## src/rtl/mux_n_pipe.sv

```systemverilog
// rtl/mux_n_pipe.sv - N-way registered selector with valid/ready handshake and two-entry skid buffer
//
// Ports:
//   clk       - clock, rising edge
//   rst       - asynchronous active-high reset
//   e         - N channel inputs, channel i at [i*WIDTH +: WIDTH]
//   sel       - channel select, sampled only on input fire
//   in_valid  - upstream offers e/sel
//   in_ready  - block can accept (registered)
//   sal       - head entry data
//   sal_sel   - select value that produced sal
//   sal_err   - head entry had an out-of-range select
//   sal_valid - head entry valid
//   sal_ready - downstream accepts head
module mux_n_pipe #(
    parameter int WIDTH = 32,
    parameter int N     = 4,
    parameter int SELW  = (N <= 2) ? 1 : $clog2(N)
) (
    input  logic                 clk,
    input  logic                 rst,
    input  logic [N*WIDTH-1:0]   e,
    input  logic [SELW-1:0]      sel,
    input  logic                 in_valid,
    output logic                 in_ready,
    output logic [WIDTH-1:0]     sal,
    output logic [SELW-1:0]      sal_sel,
    output logic                 sal_err,
    output logic                 sal_valid,
    input  logic                 sal_ready
);

    typedef enum logic [1:0] {
        EMPTY = 2'd0,
        ONE   = 2'd1,
        TWO   = 2'd2
    } state_t;

    state_t           state;
    logic [WIDTH-1:0] skid_data;
    logic [SELW-1:0]  skid_sel;
    logic             skid_err;

    logic [WIDTH-1:0] new_data;
    logic             new_err;
    logic             in_fire;
    logic             out_fire;

    assign in_fire  = in_valid & in_ready;
    assign out_fire = sal_valid & sal_ready;

    // An unmatched select (only reachable when N is not a power of two)
    // yields zero data and raises the error flag instead of aliasing.
    always_comb begin
        new_data = '0;
        new_err  = 1'b1;
        for (int i = 0; i < N; i++) begin
            if (sel == SELW'(i)) begin
                new_data = e[i*WIDTH +: WIDTH];
                new_err  = 1'b0;
            end
        end
    end

    // in_ready and sal_valid are kept as registers that track the
    // occupancy state, so neither has a combinational input path.
    always_ff @(posedge clk or posedge rst) begin
        if (rst) begin
            state     <= EMPTY;
            in_ready  <= 1'b1;
            sal_valid <= 1'b0;
            sal       <= '0;
            sal_sel   <= '0;
            sal_err   <= 1'b0;
            skid_data <= '0;
            skid_sel  <= '0;
            skid_err  <= 1'b0;
        end else begin
            case (state)
                EMPTY: begin
                    if (in_fire) begin
                        sal       <= new_data;
                        sal_sel   <= sel;
                        sal_err   <= new_err;
                        sal_valid <= 1'b1;
                        state     <= ONE;
                    end
                end
                ONE: begin
                    if (in_fire && out_fire) begin
                        sal     <= new_data;
                        sal_sel <= sel;
                        sal_err <= new_err;
                    end else if (in_fire) begin
                        skid_data <= new_data;
                        skid_sel  <= sel;
                        skid_err  <= new_err;
                        in_ready  <= 1'b0;
                        state     <= TWO;
                    end else if (out_fire) begin
                        // Main register keeps its stale contents; only valid drops.
                        sal_valid <= 1'b0;
                        state     <= EMPTY;
                    end
                end
                TWO: begin
                    if (out_fire) begin
                        sal      <= skid_data;
                        sal_sel  <= skid_sel;
                        sal_err  <= skid_err;
                        in_ready <= 1'b1;
                        state    <= ONE;
                    end
                end
                default: begin
                    state     <= EMPTY;
                    in_ready  <= 1'b1;
                    sal_valid <= 1'b0;
                end
            endcase
        end
    end

endmodule

```

## config.mk

```make
export PLATFORM = sky130hd
export DESIGN_NAME = mux_n_pipe
export DESIGN_NICKNAME = d
export VERILOG_FILES = /design/src/rtl/mux_n_pipe.sv
export SDC_FILE = /design/constraint.sdc
export NUM_CORES = 1
export LEC_CHECK = 0
export CAP_MARGIN = 0
export CORE_AREA = 2 2 103 105
export DETAILED_ROUTE_END_ITERATION = 8
export DIE_AREA = 0 0 105 107
export PLACE_DENSITY = 0.92
export SYNTH_ARGS = -nofsm -noshare
export SYNTH_HDL_FRONTEND = slang
export SYNTH_SLANG_ARGS = --single-unit
export TNS_END_PERCENT = 50
```

## constraint.sdc

```tcl
create_clock -name clk -period 2.99 [get_ports clk]
set_input_delay 0.4485 -clock clk [delete_from_list [all_inputs] [get_ports clk]]
set_output_delay 0.4485 -clock clk [all_outputs]
set_load 0.05 [all_outputs]
```

=== Word-level counts from Yosys, hierarchy flattened ===
Index checks and enable logic that the tools add are counted.
Widths: inputs -> output; s select.

* Register bits: 74
* Latch bits: 0
* Bits in writable memories: 0
* Memory bits (read-only): 0
* Output and inout port bits: 37
* Logic and storage cells: 71
* Memories kept: 0

* Add/sub/neg operators: 0
* Multipliers: 0
* Div/mod/pow operators: 0
* Order comparisons: 0
* Equality and inequality tests: 13
* Shifts and indexed selects: 0
* Muxes and demuxes: 35
* Bitwise logic cells: 5
* Reductions and logical operators: 9

{| class="wikitable"
|+ Operator list
! kind !! count
|-
| $mux 32 || 7
|-
| $pmux 32 s3 || 1
|-
| $mux 2 || 8
|-
| $mux 1 || 14
|-
| $ne 2x2->1 const B || 7
|-
| $pmux 2 s3 || 2
|-
| $reduce_and 4->1 || 3
|-
| $pmux 1 s3 || 3
|-
| $eq 2x2->1 const B || 3
|-
| $reduce_and 5->1 || 1
|-
| $eq 2x1->1 const B || 2
|-
| $logic_not 2->1 || 2
|-
| $ne 3x3->1 const B || 1
|-
| $not 1->1 || 3
|-
| $reduce_and 3->1 || 1
|-
| $reduce_bool 3->1 || 1
|-
| $and 1x1->1 || 2
|-
| $logic_and 1x1->1 || 1
|}

=== Logic depth before layout (Yosys ltp) ===
Gate-level depths: netlist of the first run.

* Depth in word-level cells: 7
* Mapped depth: 8
* Mapped depth without buffers: 4

=== Least setup slack after synthesis of the first run ===
Ideal clock, no wire load.

* Kind: register -> register
* Start point: register sal_valid
* End point: register sal[24]
* Setup time: 0.125 ns
* Arrival: 1.780 ns
* Required time: 2.865 ns
* Setup slack: 1.085 ns
* Stages on the path, launching flop included: 6
* Path buffers: 1
* Path through: dfrtp_1 > and3_1 > o21ba_1 > a21oi_4 > buf_4 > mux2_2

* Longest elaborated chain between the ends: 4
* Elaborated cells on any way between the ends: 5
* Classes of those cells: eq/ne (2); bitwise (1); reduce/logical (2)

{| class="wikitable"
|+ RTL lines
! element !! RTL line !! RTL
|-
| from (decl) || 29 || <nowiki>output logic sal_valid,</nowiki>
|-
| from (signal assigned) || 71 || <nowiki>sal_valid <= 1'b0;</nowiki>
|-
| from (signal assigned) || 85 || <nowiki>sal_valid <= 1'b1;</nowiki>
|-
| from (signal assigned) || 102 || <nowiki>sal_valid <= 1'b0;</nowiki>
|-
| $and 1x1->1 (*) || 50 || <nowiki>assign out_fire = sal_valid & sal_ready;</nowiki>
|-
| $logic_and 1x1->1 || 90 || <nowiki>if (in_fire && out_fire) begin</nowiki>
|-
| $ne 2x2->1 (no source line) || - ||
|-
| $reduce_and 4->1 (no source line) (*) || - ||
|-
| to (signal assigned) || 82 || <nowiki>sal <= new_data;</nowiki>
|-
| to (signal assigned) || 91 || <nowiki>sal <= new_data;</nowiki>
|-
| to (signal assigned) || 108 || <nowiki>sal <= skid_data;</nowiki>
|-
| to (decl) || 26 || <nowiki>output logic [WIDTH-1:0] sal,</nowiki>
|}

Mark *: on every way between the ends. The rest lies on a longest branch, timed or not.
A chain may end at the register's enable or synchronous reset.

=== Worst setup path in the final report of the first run ===
* Start point: register state[1]
* End point: register sal[29]

* Longest elaborated chain between the ends: 3
* Elaborated cells on any way between the ends: 9
* Classes of those cells: eq/ne (5); mux (1); reduce/logical (3)

{| class="wikitable"
|+ RTL lines
! element !! RTL line !! RTL
|-
| from (decl) || 39 || <nowiki>state_t state;</nowiki>
|-
| from (signal assigned) || 69 || <nowiki>state <= EMPTY;</nowiki>
|-
| from (signal assigned) || 86 || <nowiki>state <= ONE;</nowiki>
|-
| from (signal assigned) || 99 || <nowiki>state <= TWO;</nowiki>
|-
| $eq 2x1->1 (tied with other cells) || 79 || <nowiki>case (state)</nowiki>
|-
| $ne 2x2->1 (no source line) or $reduce_bool 3->1 (tied branches) || - ||
|-
| $reduce_and 4->1 (no source line) || - ||
|}

Several ways; a longest one is shown, not always the timed one.

==> results.sh, run 1 <==
export IMPL_ys_ff_latch=74
export IMPL_num_fill_cells=834
export IMPL_coreArea_um2=10100
export IMPL_postCtsSetupBuffers=0
export IMPL_die_height_um=107
export IMPL_clock_sinks=74
export IMPL_post_place_cells=703
export IMPL_final_cell_mix="clkdlybuf4s50_1 (168), dfrtp_1 (73), mux2i_1 (61)"
export IMPL_antenna_cells=0
export IMPL_leakage_nw=2.86
export IMPL_drive_above_1_share_pct=13.2
export IMPL_r2r_setup_slack_ns=0.75
export IMPL_netlist_instances=424
export IMPL_startpoint="state[1]"
export IMPL_p_int_mw=1.70
export IMPL_io_pins=171
export IMPL_whs_ns=0.490
export IMPL_total_power_mw=2.21
export IMPL_avgSynthCellArea_um2=10.4
export IMPL_gp_congestion=0.747
export IMPL_period_minus_slack_ns=2.24
export IMPL_r2r_end="sal[29]"
export IMPL_power_per_cell_area_nw_per_um2=344
export IMPL_max_cap_violations=0
export IMPL_p_sw_share_pct=22.8
export IMPL_clkSlewWorstSetupHoldPaths_ns=0.08
export IMPL_slew_headroom_pct=31.6
export IMPL_synth_cell_type_count=29
export IMPL_layout_nets=712
export IMPL_grt_pass1_vias=4124
export IMPL_r2r_start="state[1]"
export IMPL_drt_iter0_markers=98
export IMPL_rsz0062_at_grt="no"
export IMPL_crit_end="sal[29]"
export IMPL_grt_antenna_before_repair=0
export IMPL_drcViolationCount=0
export IMPL_grt_pass1_wl_um=19600
export IMPL_crit_arrival_ns=2.51
export IMPL_hold_depth=2
export IMPL_finalHoldViolations=0
export IMPL_wl_per_cell_um=16.7
export IMPL_clock_skew_ns=0.00939
export IMPL_finalSetupViolations=0
export IMPL_final_area_um2=6420
export IMPL_combPwrFrac_pct=16.4
export IMPL_finalCritPeriodShare_pct=74.8
export IMPL_seq_power_share_pct=45.3
export IMPL_cts_buffers=9
export IMPL_die_area_um2=11200
export IMPL_ant_nets=0
export IMPL_status="finished clean"
export IMPL_ctsRootBufferMaster="clkbuf_8"
export IMPL_final_common_cell="clkdlybuf4s50_1"
export IMPL_dp_hpwl_um=8810
export IMPL_io_buffers=170
export IMPL_ys_warn_count=0
export IMPL_start_util_pct=43.5
export IMPL_syn_to_final_growth_pct=46.2
export IMPL_grt_total_usage_pct=21.5
export IMPL_grt_ovfl_total=0
export IMPL_vias=3834
export IMPL_drtPass1Iterations=4
export IMPL_avgViaCountPerCell=5.33
export IMPL_place_area_um2=6200
export IMPL_dieWidth_um=105
export IMPL_wirelength_um=12000
export IMPL_netlist_area_um2=4390
export IMPL_preCtsSetupSlack_ns=0.514
export IMPL_synth_seq_area_share_pct=42.2
export IMPL_cts_tree="built"
export IMPL_rows=37
export IMPL_switchingPower_mw=0.503
export IMPL_crit_type="register to register"
export IMPL_cts_resized_gates=0
export IMPL_end_kind="register"
export IMPL_final_util_pct=63.6
export IMPL_holdCritPathClass="register to register"
export IMPL_path_max_fanout=32
export IMPL_fin_cells=719
export IMPL_pwr_share_clk_pct=38.3
export IMPL_slew_viol_final=0
export IMPL_finalWorstSetupSlack_ns=0.755
export IMPL_fin_setup_tns_ns=0
export IMPL_syn_nets=558
export IMPL_clockBufferDepth=2
export IMPL_htreeDepth=3
export IMPL_insertion_delay_ns=0.33
export IMPL_max_freq_mhz=447
export IMPL_tightest_slew_ns=1.02
export IMPL_grt_max_degree=59
export IMPL_start_kind="register"
export IMPL_critPathRequiredTime_ns=3.26
export IMPL_cts_hold_fix_buffers=0
export IMPL_reg2reg_depth=5
export IMPL_vdd_drop_max_uv=242
-- how the worst min path moves through the flow --
| stage | from | to | slack (ns) |
|---|---|---|---|
| finish | skid_data[22] | skid_data[22] | 0.49 |
| global route | sal_sel[1] | sal_sel[1] | 0.52 |
| CTS | skid_data[22] | skid_data[22] | 0.49 |
| detailed placement | skid_data[22] | skid_data[22] | 0.47 |
| global placement | skid_data[21] | skid_data[21] | 0.46 |
| floorplan | skid_data[10] | skid_data[10] | 0.45 |
-- Yosys cell counts (all sizes together) --
library cell	count	area share, %
dfrtp	73	42
o21ba	1	0.23
and3	1	0.14
o21bai	1	0.17
nor3b	18	3.1
and2	3	0.43
nand2b	1	0.14
o21a	1	0.17
nand2	24	2.1
nor2b	1	0.14
and3b	1	0.20
mux2	67	17
a211oi	18	3.1
inv	2	0.17
nand3	3	0.34
clkbuf	20	1.7
a221oi	14	2.8
mux2i	61	14
nand3b	1	0.17
a21oi	22	2.8
nor2	53	4.5
buf	16	1.9
o21ai	20	2.3
dfstp	1	0.60
a32o	1	0.23
-- cell families after synthesis --
family	synth area share (%)
mux	31.1
flops	42.2
buf+inv	3.82
compound gates	11.7
simple gates	11.2
-- registers in the layout, summed over array words and instances, names as in the netlist --
| register | cells |
|---|---|
| sal_valid | 1 |
| in_ready | 1 |
| skid_err | 1 |
| skid_data | 32 |
| sal | 32 |
| skid_sel | 2 |
| sal_err | 1 |
| state | 2 |
| sal_sel | 2 |
-- power by group through the flow --
stage                     Combinational [mW]  Sequential (mW)  Clock (mW)
after floorplan                        0.152             1.02           0
after global placement                 0.352             1.02           0
after detailed placement               0.366             1.02           0
after CTS                              0.367             1.00       0.867
after global routing                   0.394             1.00       0.905
final                                  0.363             1.00       0.845
-- final cells by class --
cell class              count  area, µm²  share of cell area [%]
multi-input cells         312       2380                    37.1
flip-flops and latches     74       1850                    28.9
repair buffers            179       1790                    27.8
clock buffers              13        179                    2.79
well taps                 136        170                    2.65
clock inverters             3       43.8                   0.682
inverters                   2       7.51                   0.117
-- worst max-delay path, stage by stage, from the launching register on --
cell and delay, ns:
dfrtp_1 0.45, nor2b_2 0.86, nor2_2 0.03, buf_4 0.28
a221oi_1 0.34, mux2_2 0.21
-- routing by layer --
metal	track usage (%)	part of all wire [%]	up-vias
met5	0	0	-
met4	6.19	0.82	0
met1	24.7	41	1820
met2	40.1	52	163
met3	4.50	6.8	14
li1	-	-	1837
Note: power is estimated with default switching activity, not from simulation.
==> run 2: changes to the inputs <==
clock period = 2.1 ns   (was 2.99 ns; I/O delays follow)
==> results.sh, run 2 (synthesis gave the netlist of run 1 again) <==
export IMPL_status="finished clean"
export IMPL_drcViolationCount=0
export IMPL_tightest_slew_ns=0.581
export IMPL_p_int_mw=2.37
export IMPL_vdd_drop_max_uv=477
export IMPL_final_common_cell="clkdlybuf4s50_1"
export IMPL_route_met3_wl_um=689
export IMPL_avgViaCountPerCell=5.30
export IMPL_m1WireLength_um=4890
export IMPL_startpoint="in_ready"
export IMPL_die_area_um2=11200
export IMPL_critPathSlowestCell="clkdlybuf4s50_1"
export IMPL_leakage_nw=2.90
export IMPL_ctsRootBufferMaster="clkbuf_8"
export IMPL_switchingPower_mw=0.694
export IMPL_clock_sinks=74
export IMPL_dp_hpwl_um=8960
export IMPL_worstPathCellList="clkdlybuf4s50_1"
export IMPL_crit_family="buffers and inverters"
export IMPL_layout_nets=718
export IMPL_finalSetupViolations=0
export IMPL_top_layer="met4"
export IMPL_crit_type="register to output pin"
export IMPL_hold_start="sel[0]"
export IMPL_critPathRequiredTime_ns=1.78
export IMPL_clockBufferDepth=2
export IMPL_pwr_share_clk_pct=36.3
export IMPL_syn_to_final_growth_pct=48.2
export IMPL_wirelength_um=11800
export IMPL_gp_congestion=0.776
export IMPL_grt_antenna_before_repair=0
export IMPL_ant_nets=0
export IMPL_period_minus_slack_ns=2.03
export IMPL_die_height_um=107
export IMPL_grt_max_degree=75
export IMPL_antenna_cells=0
export IMPL_cts_resized_gates=0
export IMPL_grt_ovfl_total=0
export IMPL_drive_above_1_share_pct=13.6
export IMPL_cts_hold_fix_buffers=0
export IMPL_grt_pass1_vias=3895
export IMPL_total_power_mw=3.06
export IMPL_postCtsSetupBuffers=0
export IMPL_cts_tree="built"
export IMPL_htreeDepth=3
export IMPL_fin_setup_tns_ns=0
export IMPL_r2r_start="state[0]"
export IMPL_slew_viol_final=0
export IMPL_drtPass1Iterations=5
export IMPL_max_freq_mhz=492
export IMPL_clock_skew_ns=0.00738
export IMPL_combPwrFrac_pct=17.2
export IMPL_slew_headroom_pct=61.3
export IMPL_grt_total_usage_pct=21.1
export IMPL_clkSlewWorstSetupHoldPaths_ns=0.07
export IMPL_finalCritPeriodShare_pct=96.7
export IMPL_cts_buffers=9
export IMPL_hold_depth=2
export IMPL_max_cap_violations=0
export IMPL_io_pins=171
export IMPL_insertion_delay_ns=0.33
export IMPL_dieWidth_um=105
export IMPL_wl_per_cell_um=16.3
export IMPL_path_max_fanout=5
export IMPL_biggestRegsByFlops="sal: 32 flops, skid_data: 32 flops"
export IMPL_start_kind="register"
export IMPL_p_sw_share_pct=22.7
export IMPL_rows=37
export IMPL_grt_pass1_wl_um=19200
export IMPL_start_util_pct=43.5
export IMPL_whs_ns=0.287
export IMPL_finalHoldViolations=0
export IMPL_slowest_delay_ns=0.81
export IMPL_holdCritPathClass="primary input to register"
export IMPL_seq_power_share_pct=46.5
export IMPL_reg2reg_depth=4
export IMPL_final_area_um2=6510
export IMPL_drt_iter0_markers=197
export IMPL_vias=3846
export IMPL_final_cell_mix="clkdlybuf4s50_1 (168), dfrtp_1 (73), mux2i_1 (61)"
export IMPL_cp_depth=1
export IMPL_crit_arrival_ns=1.72
export IMPL_coreArea_um2=10100
export IMPL_end_kind="output pin"
export IMPL_io_buffers=170
export IMPL_place_area_um2=6310
export IMPL_rsz0062_at_grt="no"
export IMPL_dr_wl_met2_um=6090
export IMPL_path_buf_inv=1
export IMPL_power_per_cell_area_nw_per_um2=470
-- run 2: cell types whose count changed in the layout (fill, tap and decap cells not counted), sizes merged --
cell	delta
inv	-2
clkinvlp	+1
buf	+6
clkbuf	+1
-- run 2: final cells by class --
class	instances	area, µm²
clock buffer	14	163
tap	136	170
clock inverter	2	35.0
multi-input combinational	312	2380
inverter	2	11.3
timing repair buffer	185	1890
fill	820	3580
sequential	74	1850
-- run 2: through the flow --
stage / worst slack, ns / utilization (%) / cells
2_1_floorplan: 0.195 / - / 424
3_3_place_gp: 0.0836 / 62.5 / 709
3_5_place_dp: -0.00511 / 62.5 / 709
4_1_cts: 0.0558 / 64.5 / 725
5_1_grt: 0.0340 / 64.5 / 725
6_report: 0.0687 / 64.5 / 725
-- run 2: worst paths after layout --
| path | slack [ns] | endpoint |
|---|---|---|
| max in group asynchronous | 1.33 | skid_data[9] |
| setup / recovery | 0.07 | in_ready |
| min in group asynchronous | 0.42 | sal[28] |
| setup reg to reg | 0.30 | sal[1] |
| hold / removal | 0.29 | skid_sel[0] |
| hold reg to reg | 0.49 | skid_data[31] |
-- run 2: layer usage --
metal / track usage [%] / up-vias
li1: - / 1852
met1: 25.5 / 1843
met2: 38.6 / 140
met3: 4.38 / 11
met4: 4.57 / 0
met5: 0 / -
-- run 2: power groups by stage --
stage	clock (mW)	sequential [mW]	combinational [mW]
after detailed placement	0	1.45	0.531
final	1.11	1.42	0.528
after global placement	0	1.45	0.512
after floorplan	0	1.45	0.217
after global routing	1.22	1.42	0.572
after CTS	1.14	1.42	0.532
==> run 3: changes to the inputs <==
CORE_AREA = 2 2 86 88   (was 2 2 103 105)
DIE_AREA = 0 0 88 90   (was 0 0 105 107)
DONT_BUFFER_PORTS = 1   (was default)
PLACE_DENSITY = 0.91   (was 0.92)
RECOVER_POWER = 25   (was default)
==> results.sh, run 3 (synthesis gave the netlist of run 1 again) <==
export IMPL_rows=31
export IMPL_ant_nets=0
export IMPL_grt_pass1_wl_um=16000
export IMPL_final_cell_mix="dfrtp_1 (73), mux2i_1 (61), nor2_1 (52)"
export IMPL_cts_buffers=9
export IMPL_finalSetupViolations=0
export IMPL_drt_iter0_markers=149
export IMPL_start_util_pct=62.6
export IMPL_tightest_slew_ns=1.12
export IMPL_start_kind="register"
export IMPL_cts_resized_gates=0
export IMPL_die_area_um2=7920
export IMPL_leakage_nw=2.20
export IMPL_drcViolationCount=0
export IMPL_num_fill_cells=556
export IMPL_path_max_fanout=35
export IMPL_ctsRootBufferMaster="clkbuf_8"
export IMPL_io_buffers=0
export IMPL_drtPass1Iterations=4
export IMPL_max_freq_mhz=547
export IMPL_clock_skew_ns=0.0121
export IMPL_die_height_um=90
export IMPL_layout_nets=545
export IMPL_vdd_drop_max_uv=419
export IMPL_crit_arrival_ns=2.04
export IMPL_final_common_cell="dfrtp_1"
export IMPL_avgViaCountPerCell=6.29
export IMPL_rsz0062_at_grt="no"
export IMPL_wl_per_cell_um=19.2
export IMPL_final_area_um2=4640
export IMPL_place_area_um2=4480
export IMPL_wirelength_um=9900
export IMPL_vias=3238
export IMPL_post_place_cells=498
export IMPL_fin_setup_tns_ns=0
export IMPL_slew_viol_final=0
export IMPL_holdCritPathClass="primary input to register"
export IMPL_end_kind="register"
export IMPL_power_per_cell_area_nw_per_um2=564
export IMPL_insertion_delay_ns=0.33
export IMPL_slew_headroom_pct=24.7
export IMPL_critPathRequiredTime_ns=2.31
export IMPL_io_pins=171
export IMPL_period_minus_slack_ns=1.83
export IMPL_dieWidth_um=88
export IMPL_drive_above_1_share_pct=18.3
export IMPL_dp_hpwl_um=6890
export IMPL_grt_pass1_vias=3358
export IMPL_gp_congestion=0.852
export IMPL_coreArea_um2=7020
export IMPL_fin_cells=515
export IMPL_biggestRegsByFlops="sal: 32 flops, skid_data: 32 flops"
export IMPL_finalCritPeriodShare_pct=87.0
export IMPL_grt_total_usage_pct=25.6
export IMPL_syn_to_final_growth_pct=5.70
export IMPL_multi_input_area_um2=2380
export IMPL_grt_antenna_before_repair=0
export IMPL_grt_max_degree=72
export IMPL_antenna_cells=0
export IMPL_clockBufferDepth=2
export IMPL_cts_tree="built"
export IMPL_status="finished clean"
export IMPL_clkSlewWorstSetupHoldPaths_ns=0.08
export IMPL_clock_sinks=74
export IMPL_htreeDepth=3
export IMPL_regArea_um2=1850
export IMPL_crit_type="register to register"
export IMPL_grt_ovfl_total=0
export IMPL_max_cap_violations=0
export IMPL_finalHoldViolations=0
[run 3: cell count changes in the layout (fill, tap and decap cells not counted), sizes merged]
cell           before  now
dlygate4sd3         0    1
bufinv              1    0
clkdlybuf4s50     168    0
clkbuf             14   12
buf                17   10
inv                 1    2
clkinv              1    4
[run 3: metal layers]
layer / routed length [µm] / GRT usage (%)
met5: 0 / 0
met4: 130 / 8.08
met3: 757 / 6.98
met2: 5010 / 43.4
met1: 4000 / 31.4
[run 3: metrics by stage]
stage	setup slack [ns]	utilization (%)	power [mW]	hold slack [ns]
after floorplan	0.195	-	1.67	0.451
after global placement	0.358	63.8	1.66	0.275
after detailed placement	0.276	63.8	1.67	0.274
after CTS	0.257	66.4	2.65	0.130
after global routing	0.0785	66.1	2.73	0.119
final	0.273	66.1	2.62	0.142
[run 3: worst paths after layout]
kind                                 endpoint  cells past startpoint  slack [ns]          start
worst min-delay path              skid_sel[0]                      1        0.14         sel[0]
worst max register to register         sal[3]                      5        0.27       state[1]
worst max-delay path                   sal[3]                      5        0.27       state[1]
max in group asynchronous            in_ready                      3        0.33            rst
worst min register to register  skid_data[23]                      2        0.48  skid_data[23]
min in group asynchronous       skid_data[26]                      2        0.66            rst
[run 3: worst max-delay path, cell delays in order, from the launching register on]
cell and delay, ns:
dfrtp_1 0.43, and3b_1 0.27, o21ba_1 0.25, a21oi_4 0.14
buf_12 0.24, mux2_1 0.35
[run 3: where the power goes]
part,switching [mW],internal (mW),total [mW],leakage (nW)
sequential,0,1.42,1.42,1.02
combinational,0.105,0.106,0.212,1.09
clock,0.525,0.459,0.983,0.0933
[run 3: what timing repair did]
| action | 4_1_cts | 5_1_grt |
|---|---|---|
| hold endpoints to repair | 24 | 0 |
| hold buffers | 1 | 0 |
| buffers inserted | 0 | 0 |
[run 3: final cells by class]
class / count / area share, %
sequential: 74 / 39.9
clock buffer: 11 / 3.05
inverter: 2 / 0.189
tap: 99 / 2.67
multi-input combinational: 312 / 51.3
timing repair buffer: 12 / 2.26
clock inverter: 5 / 0.620
